[src/rtl/axis_lane_packer.sv]
// AXI-Stream lane packer: compacts sparse/partial 4-bit-lane beats into full output beats, keeping tlast.
// Define AXIS_PACK_SPARSE_KEEP_EN to accept arbitrary tkeep masks (otherwise masks must be LSB-contiguous).
module axis_lane_packer #(
   parameter int DATA_WIDTH = 16,
   parameter int LANE_WIDTH = 4,
   localparam int LANES     = DATA_WIDTH / LANE_WIDTH
) (
   input  logic                  clk,
   input  logic                  aresetn,
   input  logic [DATA_WIDTH-1:0] s_axis_tdata,
   input  logic [LANES-1:0]      s_axis_tkeep,
   input  logic                  s_axis_tvalid,
   output logic                  s_axis_tready,
   input  logic                  s_axis_tlast,
   output logic [DATA_WIDTH-1:0] m_axis_tdata,
   output logic [LANES-1:0]      m_axis_tkeep,
   output logic                  m_axis_tvalid,
   input  logic                  m_axis_tready,
   output logic                  m_axis_tlast
);

   localparam int CW    = $clog2(2 * LANES);
   localparam int RCW   = $clog2(LANES);
   localparam int RES_W = (LANES - 1) * LANE_WIDTH;

   typedef enum logic {ST_ACCEPT, ST_FLUSH} state_t;

   state_t                  r_state,   w_state_nx;
   logic [RCW-1:0]          r_res_cnt, w_res_cnt_nx;
   logic [RES_W-1:0]        r_res,     w_res_nx;
   logic [DATA_WIDTH-1:0]   r_tdata,   w_tdata_nx;
   logic [LANES-1:0]        r_tkeep,   w_tkeep_nx;
   logic                    r_tlast,   w_tlast_nx;
   logic                    r_tvalid,  w_tvalid_nx;

   logic                    w_slot_free;
   logic                    w_accept;
   logic [DATA_WIDTH-1:0]   w_new;
   logic [CW-1:0]           w_in_cnt;
   logic [CW-1:0]           w_n;
   logic [CW-1:0]           w_rem;
   logic [DATA_WIDTH+RES_W-1:0] w_comb;
   logic [LANES-1:0]        w_part_keep;
   logic [LANES-1:0]        w_flush_keep;

`ifdef AXIS_PACK_SPARSE_KEEP_EN
   // Running count of set keep bits below lane i is the destination slot of lane i.
   always_comb begin
      w_new    = '0;
      w_in_cnt = '0;
      for (int i = 0; i < LANES; i++) begin
         if (s_axis_tkeep[i]) begin
            w_new[w_in_cnt*LANE_WIDTH +: LANE_WIDTH] = s_axis_tdata[i*LANE_WIDTH +: LANE_WIDTH];
            w_in_cnt = w_in_cnt + CW'(1);
         end
      end
   end
`else
   always_comb begin
      w_in_cnt = '0;
      w_new    = '0;
      for (int i = 0; i < LANES; i++)
         w_in_cnt = w_in_cnt + CW'(s_axis_tkeep[i]);
      for (int i = 0; i < LANES; i++)
         if (CW'(i) < w_in_cnt)
            w_new[i*LANE_WIDTH +: LANE_WIDTH] = s_axis_tdata[i*LANE_WIDTH +: LANE_WIDTH];
   end
`endif

   assign w_slot_free   = !r_tvalid || m_axis_tready;
   assign s_axis_tready = (r_state == ST_ACCEPT) && w_slot_free && aresetn;
   assign w_accept      = s_axis_tvalid && s_axis_tready;

   // Residual lanes above r_res_cnt are kept zero, so an OR merges old and new lanes.
   assign w_n    = CW'(r_res_cnt) + w_in_cnt;
   assign w_rem  = w_n - CW'(LANES);
   assign w_comb = ({{RES_W{1'b0}}, w_new} << (r_res_cnt * LANE_WIDTH))
                 | {{DATA_WIDTH{1'b0}}, r_res};

   always_comb begin
      for (int j = 0; j < LANES; j++) begin
         w_part_keep[j]  = CW'(j) < w_n;
         w_flush_keep[j] = RCW'(j) < r_res_cnt;
      end
   end

   // NOTE: every next-state value gets a default first so no path leaves it unassigned (no latch).
   always_comb begin
      w_state_nx   = r_state;
      w_res_cnt_nx = r_res_cnt;
      w_res_nx     = r_res;
      w_tdata_nx   = r_tdata;
      w_tkeep_nx   = r_tkeep;
      w_tlast_nx   = r_tlast;
      w_tvalid_nx  = r_tvalid && !m_axis_tready;

      case (r_state)
         ST_ACCEPT: begin
            if (w_accept) begin
               if (w_n >= CW'(LANES)) begin
                  w_tdata_nx   = w_comb[DATA_WIDTH-1:0];
                  w_tkeep_nx   = '1;
                  w_tvalid_nx  = 1'b1;
                  w_res_nx     = w_comb[DATA_WIDTH +: RES_W];
                  w_res_cnt_nx = RCW'(w_rem);
                  w_tlast_nx   = s_axis_tlast && (w_rem == '0);
                  if (s_axis_tlast && (w_rem != '0))
                     w_state_nx = ST_FLUSH;
               end else if (s_axis_tlast) begin
                  w_tdata_nx   = w_comb[DATA_WIDTH-1:0];
                  w_tkeep_nx   = w_part_keep;
                  w_tlast_nx   = 1'b1;
                  w_tvalid_nx  = 1'b1;
                  w_res_nx     = '0;
                  w_res_cnt_nx = '0;
               end else begin
                  w_res_nx     = w_comb[RES_W-1:0];
                  w_res_cnt_nx = RCW'(w_n);
               end
            end
         end
         ST_FLUSH: begin
            if (w_slot_free) begin
               w_tdata_nx   = {{LANE_WIDTH{1'b0}}, r_res};
               w_tkeep_nx   = w_flush_keep;
               w_tlast_nx   = 1'b1;
               w_tvalid_nx  = 1'b1;
               w_res_nx     = '0;
               w_res_cnt_nx = '0;
               w_state_nx   = ST_ACCEPT;
            end
         end
         default: w_state_nx = ST_ACCEPT;
      endcase
   end

   always_ff @(posedge clk or negedge aresetn) begin
      if (!aresetn) begin
         r_state   <= ST_ACCEPT;
         r_res_cnt <= '0;
         r_res     <= '0;
         r_tdata   <= '0;
         r_tkeep   <= '0;
         r_tlast   <= 1'b0;
         r_tvalid  <= 1'b0;
      end else begin
         r_state   <= w_state_nx;
         r_res_cnt <= w_res_cnt_nx;
         r_res     <= w_res_nx;
         r_tdata   <= w_tdata_nx;
         r_tkeep   <= w_tkeep_nx;
         r_tlast   <= w_tlast_nx;
         r_tvalid  <= w_tvalid_nx;
      end
   end

   assign m_axis_tdata  = r_tdata;
   assign m_axis_tkeep  = r_tkeep;
   assign m_axis_tlast  = r_tlast;
   assign m_axis_tvalid = r_tvalid;

endmodule

[config.mk]
export PLATFORM = sky130hd
export DESIGN_NAME = axis_lane_packer
export DESIGN_NICKNAME = d
export VERILOG_FILES = /design/src/rtl/axis_lane_packer.sv
export SDC_FILE = /design/constraint.sdc
export NUM_CORES = 1
export LEC_CHECK = 0
export CAP_MARGIN = 20
export CELL_PAD_IN_SITES_DETAIL_PLACEMENT = 0
export CELL_PAD_IN_SITES_GLOBAL_PLACEMENT = 1
export CORE_UTILIZATION = 30
export DETAILED_ROUTE_END_ITERATION = 16
export HOLD_SLACK_MARGIN = 0.08
export PLACE_DENSITY_LB_ADDON = 0.1
export SYNTH_ARGS = -nofsm -noshare
export SYNTH_HDL_FRONTEND = slang
export SYNTH_SLANG_ARGS = --single-unit
[constraint.sdc]
create_clock -name clk -period 3 [get_ports clk]
set_clock_uncertainty 0.2 [all_clocks]
set_input_delay 0.45 -clock clk [delete_from_list [all_inputs] [get_ports clk]]
set_output_delay 0.45 -clock clk [all_outputs]
set_load 0.01 [all_outputs]
==> impl_metrics.py, run 1 <==
metrics = {
    "route": {
        "routed_wl_um": 7720,
        "vias_per_cell": 5.46,
        "first_pass_iters": 4,
        "drc": 0,
        "drtIter0Drc": 156,
        "num_vias": 2328,
        "ant_nets": 0,
        "wl_per_cell_um": 18.1,
    },
    "floorplan": {
        "fp.dieW_um": 90.2,
        "core-area_um2": 7370,
        "pin_count": 48,
        "die_h_um": 90.2,
        "num_rows": 31,
        "die_area_um2": 8140,
        "initial_core_util_pct": 31.7,
    },
    "worst_setup_path": {
        "crit_start": "s_axis_tkeep[0]",
        "worstPathCellList": "buf_6 > fa_1 > ha_4 > ha_4 > inv_2 > fa_2 > xnor2_4 > o221ai_4 > buf_6 > a211oi_2 > a21oi_1",
        "r2r_slack_ns": 0.74,
        "r2r_start": "r_res_cnt[0]$_DFFE_PN0P_",
        "worstSetupStartpointType": "primary input",
        "crit_required_ns": 2.99,
        "worst-path-max-fanout": 6,
        "cp_slowest_cell": "fa_1",
        "worstPathArrival_ns": 2.93,
        "crit_type": "primary input to flip-flop",
        "critPathCaptureType": "flip-flop",
        "slowest_delay_ns": 0.51,
    },
    "sta": {
        "max_clock_freq_mhz": 340,
        "finalSetupViolCount": 0,
        "holdWs_ns": 0.104,
        "finalMaxSlewViolations": 0,
        "timing.final.crit_period_ns": 2.94,
        "tightest_slew_ns": 0.893,
        "rsz0062_at_grt": "true",
        "finalHoldViolCount": 0,
        "slew_headroom_pct": 39.8,
        "fin_crit_sh_pct": 98.1,
    },
    "placed_design": {
        "dp_hpwl_um": 5550,
        "placedCellCount": 411,
        "portBuffers": 47,
        "place_congestion": 0.840,
    },
    "final_layout": {
        "finalNonFillerCells": 426,
        "diodes": 0,
        "drive_gt1_share_pct": 24.8,
        "multi_input_area_um2": 1410,
        "seq_area_um2": 926,
        "fin_util_pct": 46.0,
        "fin_nets": 357,
        "fillers": 758,
        "syn_to_final_growth_pct": 45.4,
    },
    "global_route": {
        "gr-usage-all-layers_pct": 19.8,
        "antenna_found_initial": 0,
        "grt_pass1_vias": 2340,
        "overflow": 0,
        "grt_pass1_wl_um": 12500,
        "grt_max_degree": 38,
    },
    "hold_path": {
        "hp-class": "primary input to asynchronous set/reset pin",
    },
    "yosys": {
        "ys_top_cells_by_area": "dfrtp_1, nand2_1, o21ai_0",
        "synth_cell_types": 44,
        "yosys_warnings": 0,
        "synth_common_cells": "dfrtp_1, nand2_1, o21ai_0",
        "ys.flop_type": "dfrtp_1",
        "synthArstFlopShare_pct": 100,
        "synth_top_area_share_pct": 39.7,
        "synth_edf_count": 0,
        "synthCells": 250,
        "yosysMostFrequentCell": "dfrtp_1",
        "synth_area_per_cell_um2": 9.33,
        "synth_top_area_cell": "dfrtp_1",
        "ys_ff_latch": 37,
        "synth.net_count": 281,
        "synth-seq-area-share_pct": 39.7,
        "synth.cell_area_um2": 2330,
    },
    "clocking": {
        "cts_max_level": 2,
        "clock_sinks": 37,
        "path_clk_slew_ns": 0.08,
        "cts_max_path_buffers": 2,
        "cts_root_buffer": "clkbuf_8",
        "insertion_delay_ns": 0.29,
        "cts_tree": "yes",
        "cts_made_buffers": 5,
    },
    "pwr": {
        "p_leak_nw": 1.40,
        "power_density_nw_per_um2": 863,
        "vdd.ir_drop.worst_uv": 555,
    },
    "run": {
        "drv_cap": 0,
    },
    "run_status": {
        "status": "complete, no violations",
    },
}
==> cells by family after synthesis <==
kind of cell	Yosys count	synth area share, %
AND/OR/NAND/NOR	87	19.7
multiplexers	4	1.72
flip-flops	37	39.7
XOR/XNOR	2	1.56
AO/OA/AOI/OAI	88	27.8
adder cells (fa/ha/maj)	6	3.86
buffers and inverters	26	5.74
==> sequential cells by signal (all words and copies together) (netlist names) <==
| signal | count |
|---|---|
| r_res_cnt | 2 |
| m_axis_tkeep | 4 |
| r_state | 1 |
| m_axis_tvalid | 1 |
| m_axis_tdata | 16 |
| m_axis_tlast | 1 |
| r_res | 12 |
==> stage by stage <==
step / TNS (ns) / instance area [µm²] / power (W) / setup slack, ns
floorplan: -0.460 / 2360 / 0.00173 / -0.0637
global placement: -18.14 / 3100 / 0.00243 / -0.575
detailed placement: -19.94 / 3100 / 0.00243 / -0.655
CTS: 0 / 3280 / 0.00287 / 0.0162
global route: -0.0403 / 3390 / 0.00313 / -0.0403
finish: 0 / 3390 / 0.00293 / 0.0581
==> final timing paths <==
path | endpoint | cells after the start
max in group asynchronous | r_res_cnt[1]$_DFFE_PN0P_ | 2
setup / recovery | m_axis_tdata[4]$_DFFE_PN0P_ | 11
hold / removal | m_axis_tdata[3]$_DFFE_PN0P_ | 2
min in group clk | m_axis_tkeep[3]$_DFFE_PN0P_ | 2
hold reg to reg | m_axis_tkeep[3]$_DFFE_PN0P_ | 2
setup reg to reg | m_axis_tdata[4]$_DFFE_PN0P_ | 8
==> where the power goes <==
part	switching (W)	internal, W	leakage [nW]
Combinational	0.000851	0.000888	0.877
Sequential	0.000134	0.000709	0.473
Clock	0.000185	0.000161	0.0450
==> critical path, delay by kind of cell <==
family                   cells  cell delay (ns)
buffers and inverters        3             0.35
adder cells (fa/ha/maj)      4             1.35
XOR/XNOR                     1             0.27
AO/OA/AOI/OAI                3             0.50
==> layout make-up <==
| cell class | count | share of cell area, % |
|---|---|---|
| sequential | 37 | 27.3 |
| clock inverter | 2 | 0.295 |
| inverter | 10 | 1.11 |
| timing repair buffer | 85 | 24.1 |
| tap | 99 | 3.65 |
| clock buffer | 6 | 2.14 |
| multi-input combinational | 187 | 41.4 |
==> timing repair <==
action                     CTS  global route
pin swaps                   10             8
setup buffers                4             1
hold buffers                 0             0
resized for setup           19            19
gates cloned                 1             2
setup endpoints to repair   37            25
==> per-layer routing <==
layer	wire, µm	vias up	GRT usage, %
li1	-	1093	-
met3	308	16	2.88
met4	167	0	7.93
met5	0	-	0
met1	3410	1163	24.9
met2	3830	56	34.0
==> layout by cell type (no fill, tap or decap), types with 5 or more instances in the layout <==
master,instances
a21oi_1,12
a221oi_1,8
a31oi_1,5
a32o_1,9
buf_4,29
buf_6,5
clkbuf_8,5
clkdlybuf4s50_1,43
dfrtp_1,37
inv_1,8
nand2_1,28
nor2_1,13
nor2b_1,12
o21ai_0,18
or2_2,5
No activity file was read; power rests on OpenSTA's default activity.
==> run 2, diff against run 1 <==
--- a/config.mk
+++ b/config.mk
@@ -11,7 +11,7 @@
 export CORE_UTILIZATION = 30
 export DETAILED_ROUTE_END_ITERATION = 16
 export HOLD_SLACK_MARGIN = 0.08
-export PLACE_DENSITY_LB_ADDON = 0.1
+export PLACE_DENSITY = 0.62
 export SYNTH_ARGS = -nofsm -noshare
 export SYNTH_HDL_FRONTEND = slang
 export SYNTH_SLANG_ARGS = --single-unit
==> impl_metrics.py, run 2 (synthesis results as in run 1) <==
metrics = {
    "run": {
        "drv_cap": 0,
    },
    "final_layout": {
        "final_cell_mix": "clkdlybuf4s50_1, dfrtp_1, buf_4, nand2_1, o21ai_0",
        "syn_to_final_growth_pct": 49.1,
        "diodes": 0,
        "drive_gt1_share_pct": 25.0,
        "largest_reg_flops": 16,
        "fin_nets": 358,
        "final_common_cell": "clkdlybuf4s50_1",
        "fin_util_pct": 47.2,
        "finalNonFillerCells": 427,
        "design_area_um2": 3480,
    },
    "worst_setup_path": {
        "worst-path-max-fanout": 8,
        "worst-path-buf-inv": 4,
        "critPathCaptureType": "flip-flop",
        "crit_required_ns": 3.00,
        "r2r_start": "r_res_cnt[0]$_DFFE_PN0P_",
        "r2r_slack_ns": 0.69,
        "worstSetupStartpointType": "primary input",
        "crit_type": "primary input to flip-flop",
        "slowest_delay_ns": 0.51,
        "crit_start": "s_axis_tkeep[0]",
        "rr_worst_depth": 9,
        "worstPathArrival_ns": 2.96,
        "reg2reg_to": "m_axis_tdata[6]$_DFFE_PN0P_",
        "worstPathCellList": "buf_6 > fa_1 > ha_4 > ha_4 > inv_2 > fa_2 > xnor2_4 > o221ai_4 > buf_12 > buf_12 > a211oi_4 > a21oi_2",
        "cp_slowest_cell": "fa_1",
        "cpLargestDelayFamily": "adder cells",
    },
    "clocking": {
        "clock_sinks": 37,
        "cts_max_level": 2,
        "cts_root_buffer": "clkbuf_8",
        "cts_tree": "yes",
        "cts_made_buffers": 5,
        "cts_max_path_buffers": 2,
        "insertion_delay_ns": 0.30,
        "path_clk_slew_ns": 0.08,
    },
    "global_route": {
        "gr-usage-all-layers_pct": 19.8,
        "grt_pass1_wl_um": 12400,
        "grt_use_met3_pct": 2.62,
        "antenna_found_initial": 0,
        "use_met1_pct": 26.5,
        "grt.met2_usage_pct": 33.7,
        "grt_max_degree": 37,
        "grt_pass1_vias": 2257,
        "overflow": 0,
        "top_usage_layer": "met2",
    },
    "floorplan": {
        "initial_core_util_pct": 31.7,
        "fp.dieW_um": 90.2,
        "die_area_um2": 8140,
        "die_h_um": 90.2,
        "num_rows": 31,
        "pin_count": 48,
        "core-area_um2": 7370,
    },
    "sta": {
        "setup_tns_ns": 0,
        "fin_crit_sh_pct": 98.6,
        "finalSetupViolCount": 0,
        "slew_headroom_pct": 50.2,
        "finalHoldViolCount": 0,
        "max_clock_freq_mhz": 338,
        "finalMaxSlewViolations": 0,
        "timing.final.crit_period_ns": 2.96,
        "rsz0062_at_grt": "true",
        "tightest_slew_ns": 0.739,
    },
    "placed_design": {
        "portBuffers": 47,
        "place_congestion": 0.822,
        "placedCellCount": 409,
        "placed_area_um2": 3100,
        "dp_hpwl_um": 5420,
    },
    "hold_path": {
        "holdCritStartpoint": "m_axis_tdata[9]$_DFFE_PN0P_",
        "hp-class": "flip-flop to flip-flop",
        "hold_end": "m_axis_tdata[9]$_DFFE_PN0P_",
        "min_path_cells": 2,
    },
    "route": {
        "first_pass_iters": 4,
        "ant_nets": 0,
        "wl_per_cell_um": 17.8,
        "num_vias": 2264,
        "routed_wl_um": 7600,
        "drtIter0Drc": 144,
        "drc": 0,
        "vias_per_cell": 5.30,
    },
    "run_status": {
        "status": "complete, no violations",
    },
    "pwr": {
        "total_power_w": 0.00313,
        "power_density_nw_per_um2": 898,
        "vdd.ir_drop.worst_uv": 444,
        "p_leak_nw": 1.44,
    },
}
[run 2: cell types whose count changed in the layout (fill, tap and decap cells not counted), sizes merged]
cell         previous run  this run
clkinv                  2         1
bufinv                  0         2
buf                    40        42
dlygate4sd3             0         1
clkbuf                  8         5
[run 2: final cells by class]
cell class,instances,area (µm²)
Timing Repair Buffer,86,871
Clock inverter,3,65.1
Fill cell,708,3890
Clock buffer,5,68.8
Inverter,10,37.5
Multi-Input combinational cell,187,1390
Tap cell,99,124
Sequential cell,37,926
[run 2: worst max-delay path by stage]
stage	end	slack (ns)	depth (start not counted)
detailed placement	r_res[2]$_DFFE_PN0P_	-0.66	10
CTS	m_axis_tdata[8]$_DFFE_PN0P_	0.02	12
global placement	r_res[3]$_DFFE_PN0P_	-0.58	10
finish	m_axis_tdata[6]$_DFFE_PN0P_	0.04	12
global route	m_axis_tdata[6]$_DFFE_PN0P_	-0.05	12
floorplan	m_axis_tdata[12]$_DFFE_PN0P_	-0.06	9
[run 2: where the power goes]
| part | switching, W | total, W | internal (W) | leakage, nW |
|---|---|---|---|---|
| clock | 0.000204 | 0.000535 | 0.000331 | 0.0681 |
| sequential | 0.000140 | 0.000850 | 0.000709 | 0.473 |
| combinational | 0.000838 | 0.00174 | 0.000903 | 0.896 |
[run 2: worst min-delay path: cells and delay by family (launching register included)]
| family | cells | cell delay [ns] |
|---|---|---|
| simple gates | 1 | 0.05 |
| compound gates | 1 | 0.05 |
| flops | 1 | 0.35 |
[run 2: per-stage QoR]
stage          worst slack [ns]  hold WS (ns)
6_report                 0.0407         0.287
3_3_place_gp             -0.585        0.0921
2_1_floorplan           -0.0637       -0.0456
4_1_cts                  0.0239         0.290
5_1_grt                 -0.0481         0.317
3_5_place_dp             -0.662        0.0869
[run 2: timing repair]
action	4_1_cts	5_1_grt
setup buffers	7	0
resized for setup	29	11
hold buffers	1	0
pin swaps	8	6
setup endpoints to repair	37	25
gates cloned	4	0
hold endpoints to repair	1	0
[run 2: per-layer routing]
metal | wire [µm] | vias to the layer above
li1 | - | 1094
met1 | 3440 | 1096
met2 | 3740 | 66
met3 | 340 | 8
met4 | 86 | 0
met5 | 0 | -
==> run 3, diff against run 2 <==
--- a/config.mk
+++ b/config.mk
@@ -10,8 +10,9 @@
 export CELL_PAD_IN_SITES_GLOBAL_PLACEMENT = 1
 export CORE_UTILIZATION = 30
 export DETAILED_ROUTE_END_ITERATION = 16
+export DONT_BUFFER_PORTS = 1
 export HOLD_SLACK_MARGIN = 0.08
-export PLACE_DENSITY = 0.62
+export PLACE_DENSITY = 0.52
 export SYNTH_ARGS = -nofsm -noshare
 export SYNTH_HDL_FRONTEND = slang
 export SYNTH_SLANG_ARGS = --single-unit
==> impl_metrics.py, run 3 (synthesis results as in run 1) <==
metrics = {
    "clocking": {
        "cts_setup_buffers": 0,
        "insertion_delay_ns": 0.29,
        "path_clk_slew_ns": 0.08,
        "cts_root_buffer": "clkbuf_8",
        "clock_sinks": 37,
        "cts_max_path_buffers": 2,
        "cts_made_buffers": 5,
        "cts_max_level": 2,
        "cts_tree": "yes",
    },
    "pwr": {
        "p_int_w": 0.00144,
        "swShare_pct": 42.1,
        "vdd.ir_drop.worst_uv": 480,
        "p_leak_nw": 1.13,
        "combinationalPowerShare_pct": 47.0,
        "clock_power_share_pct": 15.9,
        "seqPwrFrac_pct": 37.1,
        "total_power_w": 0.00249,
        "power_density_nw_per_um2": 916,
        "power.switching_w": 0.00105,
    },
    "sta": {
        "fin_crit_sh_pct": 95.3,
        "finalHoldViolCount": 0,
        "finalSetupViolCount": 0,
        "tightest_slew_ns": 0.710,
        "rsz0062_at_grt": "false",
        "max_clock_freq_mhz": 350,
        "timing.final.crit_period_ns": 2.86,
        "finalMaxSlewViolations": 0,
        "slew_headroom_pct": 52.2,
    },
    "worst_setup_path": {
        "cp_slowest_cell": "fa_1",
        "slowest_delay_ns": 0.51,
        "critPathCaptureType": "flip-flop",
        "cpLargestDelayFamily": "adder cells",
        "worst-path-max-fanout": 22,
        "rr_worst_depth": 8,
        "crit_required_ns": 2.97,
        "r2r_slack_ns": 0.76,
        "reg2reg_to": "m_axis_tdata[4]$_DFFE_PN0P_",
        "crit_start": "s_axis_tkeep[3]",
        "worst-path-buf-inv": 2,
        "worstPathArrival_ns": 2.83,
        "worstSetupStartpointType": "primary input",
        "r2r_start": "r_res_cnt[0]$_DFFE_PN0P_",
        "crit_type": "primary input to flip-flop",
        "worstPathCellList": "fa_1 > ha_4 > ha_1 > inv_1 > fa_2 > xnor2_4 > o221ai_4 > buf_12 > a211oi_1 > a21oi_1",
    },
    "placed_design": {
        "placedCellCount": 357,
        "dp_hpwl_um": 5640,
        "placed_area_um2": 2580,
        "portBuffers": 0,
        "place_congestion": 0.827,
    },
    "hold_path": {
        "hold_end": "r_res[8]$_DFFE_PN0P_",
        "hp-class": "primary input to flip-flop",
        "min_path_cells": 2,
        "holdCritStartpoint": "s_axis_tdata[12]",
    },
    "final_layout": {
        "final_common_cell": "dfrtp_1",
        "seq_area_um2": 926,
        "fin_nets": 298,
        "finalNonFillerCells": 367,
        "multi_input_area_um2": 1300,
        "drive_gt1_share_pct": 17.9,
        "final_cell_mix": "dfrtp_1, nand2_1, buf_4, o21ai_0, nor2_1",
        "syn_to_final_growth_pct": 16.4,
        "fin_util_pct": 36.8,
        "diodes": 0,
        "design_area_um2": 2720,
        "largest_reg_flops": 16,
        "fillers": 803,
    },
    "route": {
        "num_vias": 2063,
        "vias_per_cell": 5.62,
        "first_pass_iters": 4,
        "drc": 0,
        "drtIter0Drc": 80,
        "ant_nets": 0,
        "wl_per_cell_um": 20.5,
        "routed_wl_um": 7530,
    },
    "floorplan": {
        "core-area_um2": 7370,
        "initial_core_util_pct": 31.7,
        "die_h_um": 90.2,
        "num_rows": 31,
        "pin_count": 48,
        "fp.dieW_um": 90.2,
        "die_area_um2": 8140,
    },
    "global_route": {
        "antenna_found_initial": 0,
        "grt_pass1_vias": 2142,
        "grt_pass1_wl_um": 11900,
        "gr-usage-all-layers_pct": 19.2,
        "overflow": 0,
        "grt_max_degree": 38,
    },
    "run_status": {
        "status": "complete, no violations",
    },
    "run": {
        "drv_cap": 0,
    },
}
run 3: cell count changes in the layout (fill, tap and decap cells not counted), moves of 4 or more:
cell | before | now
clkdlybuf4s50_1 | 43 | 0
nand2_1 | 23 | 28
a211oi_1 | 0 | 4
buf_4 | 29 | 23
buf_12 | 6 | 2
nand2_2 | 4 | 0
run 3: how the worst max path moves through the flow:
stage | endpoint | slack, ns | depth (start not counted)
2_1_floorplan | m_axis_tdata[12]$_DFFE_PN0P_ | -0.06 | 9
3_3_place_gp | m_axis_tdata[12]$_DFFE_PN0P_ | -0.15 | 9
3_5_place_dp | m_axis_tdata[15]$_DFFE_PN0P_ | -0.21 | 9
4_1_cts | m_axis_tdata[15]$_DFFE_PN0P_ | 0.09 | 9
5_1_grt | r_res[11]$_DFFE_PN0P_ | 0.0007 | 10
6_report | m_axis_tdata[4]$_DFFE_PN0P_ | 0.14 | 10
run 3: stage by stage:
stage	hold slack (ns)	worst slack, ns	setup TNS, ns
3_5_place_dp	-0.0440	-0.205	-3.14
4_1_cts	0.0979	0.0890	0
6_report	0.101	0.142	0
2_1_floorplan	-0.0456	-0.0637	-0.460
3_3_place_gp	-0.0444	-0.155	-2.50
5_1_grt	0.0979	0.000661	0
run 3: power groups by stage:
stage / registers (W) / logic (W) / clock network, W
2_1_floorplan: 0.000901 / 0.000827 / 0
5_1_grt: 0.000954 / 0.00130 / 0.000426
6_report: 0.000923 / 0.00117 / 0.000395
4_1_cts: 0.000931 / 0.00118 / 0.000409
3_5_place_dp: 0.000942 / 0.00116 / 0
3_3_place_gp: 0.000937 / 0.00116 / 0
run 3: layout make-up:
| cell class | count | area share, % |
|---|---|---|
| timing repair buffer | 26 | 8.20 |
| sequential | 37 | 34.1 |
| clock inverter | 1 | 0.184 |
| tap | 99 | 4.56 |
| clock buffer | 7 | 3.55 |
| inverter | 10 | 1.38 |
| multi-input combinational | 187 | 48.0 |
run 3: what timing repair did:
| item | in CTS | in global routing |
|---|---|---|
| gates resized for setup | 0 | 1 |
| hold buffers | 2 | 0 |
| endpoints found under the setup margin | 0 | 5 |
| endpoints found under the hold margin | 37 | 0 |
run 3: per-layer routing:
metal	wire (µm)	global-route usage [%]	vias up
met4	122	5.65	0
met2	3780	33.5	46
li1	-	-	968
met3	373	5.33	9
met5	0	0	-
met1	3250	22.9	1040
